<file path="src/rtl/div_unit_pkg.sv">
// Shared state encoding and handshake constants for the iterative divider.
package div_unit_pkg;

  typedef enum logic [1:0] {
    DIV_FREE    = 2'b00,
    DIV_BY_ZERO = 2'b01,
    DIV_ON      = 2'b10,
    DIV_END     = 2'b11
  } div_state_e;

  localparam logic DIV_RESULT_READY     = 1'b1;
  localparam logic DIV_RESULT_NOT_READY = 1'b0;
  localparam logic DIV_START            = 1'b1;
  localparam logic DIV_STOP             = 1'b0;

endpackage

</file>
<file path="src/rtl/div_unit_step.sv">
// One restoring division iteration: subtract the divisor from the shifted
// partial remainder and keep the difference only when it did not go negative.
module div_unit_step #(
  parameter int DATA_W = 32
) (
  input  logic [DATA_W:0]   rem_i,
  input  logic [DATA_W-1:0] divisor_i,
  output logic [DATA_W:0]   rem_o,
  output logic              q_bit_o
);

  logic signed [DATA_W+1:0] trial;

  // One extra bit above the working window holds the borrow/sign of the trial.
  assign trial   = $signed({1'b0, rem_i}) - $signed({2'b00, divisor_i});
  assign q_bit_o = ~trial[DATA_W+1];
  assign rem_o   = q_bit_o ? trial[DATA_W:0] : rem_i;

endmodule

</file>
<file path="src/rtl/div_unit.sv">
// Radix-2 restoring divider for DIV/DIVU in EX; stalls EX while busy and holds
// {remainder, quotient} until the EX stage advances.
module div_unit
  import div_unit_pkg::*;
#(
  parameter int DATA_W       = 32,
  parameter int STALL_W      = 6,
  parameter int EX_STALL_BIT = 3
) (
  input  logic                  clk,
  input  logic                  rst,
  input  logic [STALL_W-1:0]    stall,
  input  logic                  div_start,
  input  logic                  signed_div,
  input  logic [DATA_W-1:0]     dividend,
  input  logic [DATA_W-1:0]     divisor,
  input  logic                  annul,
  output logic [2*DATA_W-1:0]   result,
  output logic                  ready,
  output logic                  stallreq_for_ex
);

  localparam int CNT_W  = $clog2(DATA_W);
  localparam int WORK_W = 2*DATA_W + 1;

  div_state_e                state_q, state_d;
  logic [CNT_W-1:0]          cnt_q, cnt_d;
  logic [WORK_W-1:0]         work_q, work_d;
  logic [DATA_W-1:0]         divisor_q, divisor_d;
  logic                      q_neg_q, q_neg_d;
  logic                      r_neg_q, r_neg_d;
  logic [2*DATA_W-1:0]       result_q, result_d;
  logic                      ready_q, ready_d;

  logic [WORK_W-1:0]         shifted;
  logic [WORK_W-1:0]         work_step;
  logic [DATA_W:0]           step_rem;
  logic                      step_qbit;
  logic                      unused_bits;

  function automatic logic [DATA_W-1:0] abs_val(input logic signed [DATA_W-1:0] v,
                                                input logic en);
    return (en && v[DATA_W-1]) ? -v : v;
  endfunction

  function automatic logic [DATA_W-1:0] fix_sign(input logic [DATA_W-1:0] v,
                                                 input logic neg);
    return neg ? -v : v;
  endfunction

  // The working register's top bit is always zero after a restoring step,
  // and only one stall bit is relevant here.
  assign unused_bits = ^{work_q[WORK_W-1], stall};

  assign shifted = {work_q[WORK_W-2:0], 1'b0};

  div_unit_step #(
    .DATA_W(DATA_W)
  ) u_step (
    .rem_i    (shifted[WORK_W-1:DATA_W]),
    .divisor_i(divisor_q),
    .rem_o    (step_rem),
    .q_bit_o  (step_qbit)
  );

  assign work_step = {step_rem, shifted[DATA_W-1:1], step_qbit};

  always_comb begin
    state_d   = state_q;
    cnt_d     = cnt_q;
    work_d    = work_q;
    divisor_d = divisor_q;
    q_neg_d   = q_neg_q;
    r_neg_d   = r_neg_q;
    result_d  = result_q;
    ready_d   = ready_q;
    if (annul) begin
      state_d = DIV_FREE;
      ready_d = DIV_RESULT_NOT_READY;
    end else begin
      unique case (state_q)
        DIV_FREE: begin
          if (div_start != DIV_STOP) begin
            if (divisor == '0) begin
              state_d = DIV_BY_ZERO;
            end else begin
              divisor_d = abs_val(divisor, signed_div);
              work_d    = {{(DATA_W+1){1'b0}}, abs_val(dividend, signed_div)};
              q_neg_d   = signed_div & (dividend[DATA_W-1] ^ divisor[DATA_W-1]);
              r_neg_d   = signed_div & dividend[DATA_W-1];
              cnt_d     = '0;
              state_d   = DIV_ON;
            end
          end
        end
        DIV_BY_ZERO: begin
          result_d = '0;
          ready_d  = DIV_RESULT_READY;
          state_d  = DIV_END;
        end
        DIV_ON: begin
          work_d = work_step;
          cnt_d  = cnt_q + CNT_W'(1);
          if (cnt_q == CNT_W'(DATA_W-1)) begin
            result_d = {fix_sign(work_step[2*DATA_W-1:DATA_W], r_neg_q),
                        fix_sign(work_step[DATA_W-1:0], q_neg_q)};
            ready_d  = DIV_RESULT_READY;
            state_d  = DIV_END;
          end
        end
        DIV_END: begin
          // Stay here while EX is frozen so the same divide is not restarted.
          if (!stall[EX_STALL_BIT]) begin
            ready_d = DIV_RESULT_NOT_READY;
            state_d = DIV_FREE;
          end
        end
        default: state_d = DIV_FREE;
      endcase
    end
  end

  always_ff @(posedge clk) begin
    if (rst) begin
      state_q  <= DIV_FREE;
      cnt_q    <= '0;
      result_q <= '0;
      ready_q  <= DIV_RESULT_NOT_READY;
    end else begin
      state_q  <= state_d;
      cnt_q    <= cnt_d;
      result_q <= result_d;
      ready_q  <= ready_d;
    end
  end

  always_ff @(posedge clk) begin
    work_q    <= work_d;
    divisor_q <= divisor_d;
    q_neg_q   <= q_neg_d;
    r_neg_q   <= r_neg_d;
  end

  assign result          = result_q;
  assign ready           = ready_q;
  assign stallreq_for_ex = div_start & ~ready_q & ~annul;

endmodule
</file>
<file path="config.mk">
export PLATFORM = sky130hd
export DESIGN_NAME = div_unit
export DESIGN_NICKNAME = d
export VERILOG_FILES = /design/src/rtl/div_unit_pkg.sv /design/src/rtl/div_unit_step.sv /design/src/rtl/div_unit.sv
export SDC_FILE = /design/constraint.sdc
export NUM_CORES = 1
export LEC_CHECK = 0
export BUFFER_PORTS_ARGS = -buffer_cell sky130_fd_sc_hd__buf_2
export CORE_UTILIZATION = 45
export CTS_CLUSTER_SIZE = 14
export DETAILED_ROUTE_END_ITERATION = 6
export HOLD_SLACK_MARGIN = 0.03
export SKIP_CTS_REPAIR_TIMING = 1
export SLEW_MARGIN = 20
export SYNTH_ARGS = -nofsm -noshare
export SYNTH_HDL_FRONTEND = slang
export SYNTH_SLANG_ARGS = --single-unit
</file>
<file path="constraint.sdc">
create_clock -name clk -period 6.5 [get_ports clk]
set_input_delay 1.3 -clock clk [delete_from_list [all_inputs] [get_ports clk]]
set_output_delay 1.3 -clock clk [all_outputs]
set_load 0.02 [all_outputs]
</file>
==> run_results.csv <==
group,metric,value,unit
outcome,outcome,"finished clean",
global_routing,first_global_vias,9931,
yosys,yosysWarningCount,0,
sta,worst_clock_skew,16.3,ps
floorplanning,placementRows,59,
finish,post-route-cell-area,0.0134,sq mm
pwr,power.density_cell_area,224,mW/mm^2
worst_hold_path,worstHoldPathType,"reg2reg",
floorplanning,ioPinCount,141,
routing,avgRoutedWirePerCell,18.4,um
finish,num_antenna_cells,0,
critical_path,worst_setup_path_start_kind,"flip-flop",
clock_network,number_of_buffers_added_by_the_clock_tree_synthesis_step,17,
yosys,synth.avg_cell_area,8.59,sq um
placed_design,detailedPlacementHpwl,25200,um
floorplanning,floorplan.initialDensity,46.0,%
floorplanning,floorplan.die.height,165,um
critical_path,critical_path.reg2reg.endpoint,"result[57]$_SDFFE_PP0P_",
routing,detailedRoute.firstPassIterationCount,5,
clock_network,cts_max_path_buffers,2,
global_routing,antenna_found_initial,0,
finish,syn2layout_area_growth,12.1,%
global_routing,grt_usage,25.0,%
yosys,synth_enable_flop_cells,98,
sta,hold_viol,0,
clock_network,ctsRootBufferMaster,"sky130_fd_sc_hd__clkbuf_16",
worst_hold_path,min_path_cells,2,
routing,initialDrtViolationCount,701,
yosys,dominantRegCellSynth,"sky130_fd_sc_hd__edfxtp_1",
clock_network,clk-insertion-delay-late,440,ps
worst_hold_path,min-delay-start,"result[51]$_SDFFE_PP0P_",
critical_path,critical_path_required,6830,ps
finish,post_route_cells_drive_above_1_share,14.9,%
run,maxCapViolCount,0,
global_routing,grt_max_degree,83,
pwr,cellLeakagePower,5.12,nW
global_routing,grt_ovf,0,
routing,drc_errors,0,
sta,slew_viol_final,0,
sta,worstMarginPinSlew,1030,ps
clock_network,cts.sink_count,170,
sta,setup_violations,0,
critical_path,r2r.worst_path.cells,13,
finish,final_common_cell,"sky130_fd_sc_hd__nand2_1",
placed_design,placer_congestion_estimate,0.937,
sta,totalNegativeSetupSlack,0,ps
yosys,ys_async_rst_share,0,%
routing,routed-via-count,10800,
placed_design,place.port_buffers,135,
floorplanning,coreArea,0.0261,sq mm
critical_path,critPathMaxFanout,53,
routing,detail_route.wirelength,33800,um
finish,nNetsFinal,1606,
sta,finalCritPeriodShare,80.4,%
pwr,ir_worst_vdd,0.177,mV
critical_path,worst_ep_arrival_time,5550,ps
finish,n_fill_cell,2500,
yosys,ys_seq_area_share,36.6,%
routing,detail-route-antenna-nets,0,
critical_path,worst-r2r-setup-slack,1280,ps
yosys,netlist_area_pre_place,0.0120,sq mm
sta,headroom_to_the_max_slew_limit,31.0,%
floorplanning,total_die_area,0.0273,sq mm
critical_path,timing_worst_setup_path_type,"reg2reg",
finish,final_util,51.5,%
global_routing,grt_first_pass_wirelength,52600,um
floorplanning,fp.dieW,165,um
critical_path,reg2reg_from,"work_q[47]$_SDFFCE_PN0P_",
sta,rsz0062_at_grt,"no",
finish,most-common-layout-cells,"147 x sky130_fd_sc_hd__nand2_1, 135 x sky130_fd_sc_hd__buf_2, 133 x sky130_fd_sc_hd__nor2_1",
sta,layout_min_cycle_time,5220,ps
sta,fmax,0.191,GHz
clock_network,cts.clk_slew.worst_paths,70,ps
critical_path,critical_path_sink_type,"flip-flop",
yosys,yosysUniqueCellTypes,92,
clock_network,cts.htree.levels,4,
yosys,syn_inst,1395,
worst_hold_path,min_to,"result[51]$_SDFFE_PP0P_",
clock_network,tritoncts,"built",
yosys,synth_nets,1513,
routing,vias_per_cell,5.88,
placed_design,detailed_place.area,0.0129,sq mm
yosys,number_of_flip_flops_and_latches_in_the_synthesized_netlist,170,
## logic make-up (layout without fill, tap and decap cells)
group           count (synthesis)  in the layout  share of synthesized area, %
fa+ha+maj                      43             43                          4.55
flops                         170            170                          36.6
buf+inv                       138            244                          4.80
xor+xnor                      129            129                          9.43
compound gates                399            399                          22.7
mux                            22             22                          1.89
simple gates                  494            494                          20.1
## cell type report
class                   instances  area [sq um]  share of cell area [%]
clock buffers                  18           429                    3.20
clock inverters                14           146                    1.09
inverters                      64           240                    1.79
multi-input cells            1087          7040                    52.4
flip-flops and latches        170          4380                    32.6
well taps                     335           419                    3.12
repair buffers                148           773                    5.76
## worst max-delay path by stage
stage | from | endpoint
6_report | work_q[47]$_SDFFCE_PN0P_ | result[57]$_SDFFE_PP0P_
5_1_grt | work_q[52]$_SDFFCE_PN0P_ | result[57]$_SDFFE_PP0P_
4_1_cts | work_q[47]$_SDFFCE_PN0P_ | result[57]$_SDFFE_PP0P_
3_5_place_dp | work_q[47]$_SDFFCE_PN0P_ | result[57]$_SDFFE_PP0P_
3_3_place_gp | work_q[47]$_SDFFCE_PN0P_ | result[57]$_SDFFE_PP0P_
2_1_floorplan | divisor[0] | cnt_q[2]$_SDFFE_PP0P_
## registers in the layout (all words and copies together), names as in the netlist
name and flops:
cnt_q 5, divisor_q 32, q_neg_q 1, r_neg_q 1
ready 1, result 64, state_q 2, work_q 64
## power breakdown
group	total, mW	leakage (nW)	switching (mW)	internal [mW]
registers	1.24	1.51	0.0404	1.20
clock network	1.02	0.279	0.510	0.513
logic	0.740	3.34	0.472	0.267
## cells in the mapped netlist, drive strengths merged (25+ instances only)
master	count	area [sq um]
a21oi	77	397
a22oi	35	263
buf	28	163
clkbuf	46	173
dfxtp	72	1440
edfxtp	98	2940
ha	42	526
inv	63	236
nand2	148	563
nand3	27	135
nor2	136	510
nor3	37	190
o21ai	120	608
o31ai	28	210
or3	25	161
xnor2	78	683
xor2	51	447
## critical path: stages, from the launching register on
cell and delay (ps):
sky130_fd_sc_hd__edfxtp_1 470, sky130_fd_sc_hd__ha_1 500, sky130_fd_sc_hd__nand4_1 320, sky130_fd_sc_hd__or2_1 330
sky130_fd_sc_hd__o2bb2ai_1 330, sky130_fd_sc_hd__o21ai_2 270, sky130_fd_sc_hd__nand2_4 170, sky130_fd_sc_hd__buf_4 540
sky130_fd_sc_hd__inv_2 500, sky130_fd_sc_hd__or3_1 550, sky130_fd_sc_hd__a221oi_4 460, sky130_fd_sc_hd__o211ai_1 230
sky130_fd_sc_hd__mux2i_1 160, sky130_fd_sc_hd__a221o_1 260
## per-layer routing
layer / wire [um] / up-vias / GRT usage [%]
met1: 15900 / 5142 / 34.5
met5: 0 / - / 0
met3: 1460 / 42 / 3.77
li1: - / 5331 / -
met4: 915 / 0 / 9.22
met2: 15600 / 272 / 39.5
## per-stage QoR
stage                     hold slack (ps)  instances  power, mW  setup slack [ps]
final                                 452       1836       3.00              1280
after global routing                  482       1836       3.14               991
after CTS                             459       1836       3.02              1380
after detailed placement              442       1804       2.00              1420
after global placement                433       1804       1.99              1420
after floorplan                       449       1395       1.80               707
Power figures use the tool's default switching activity.
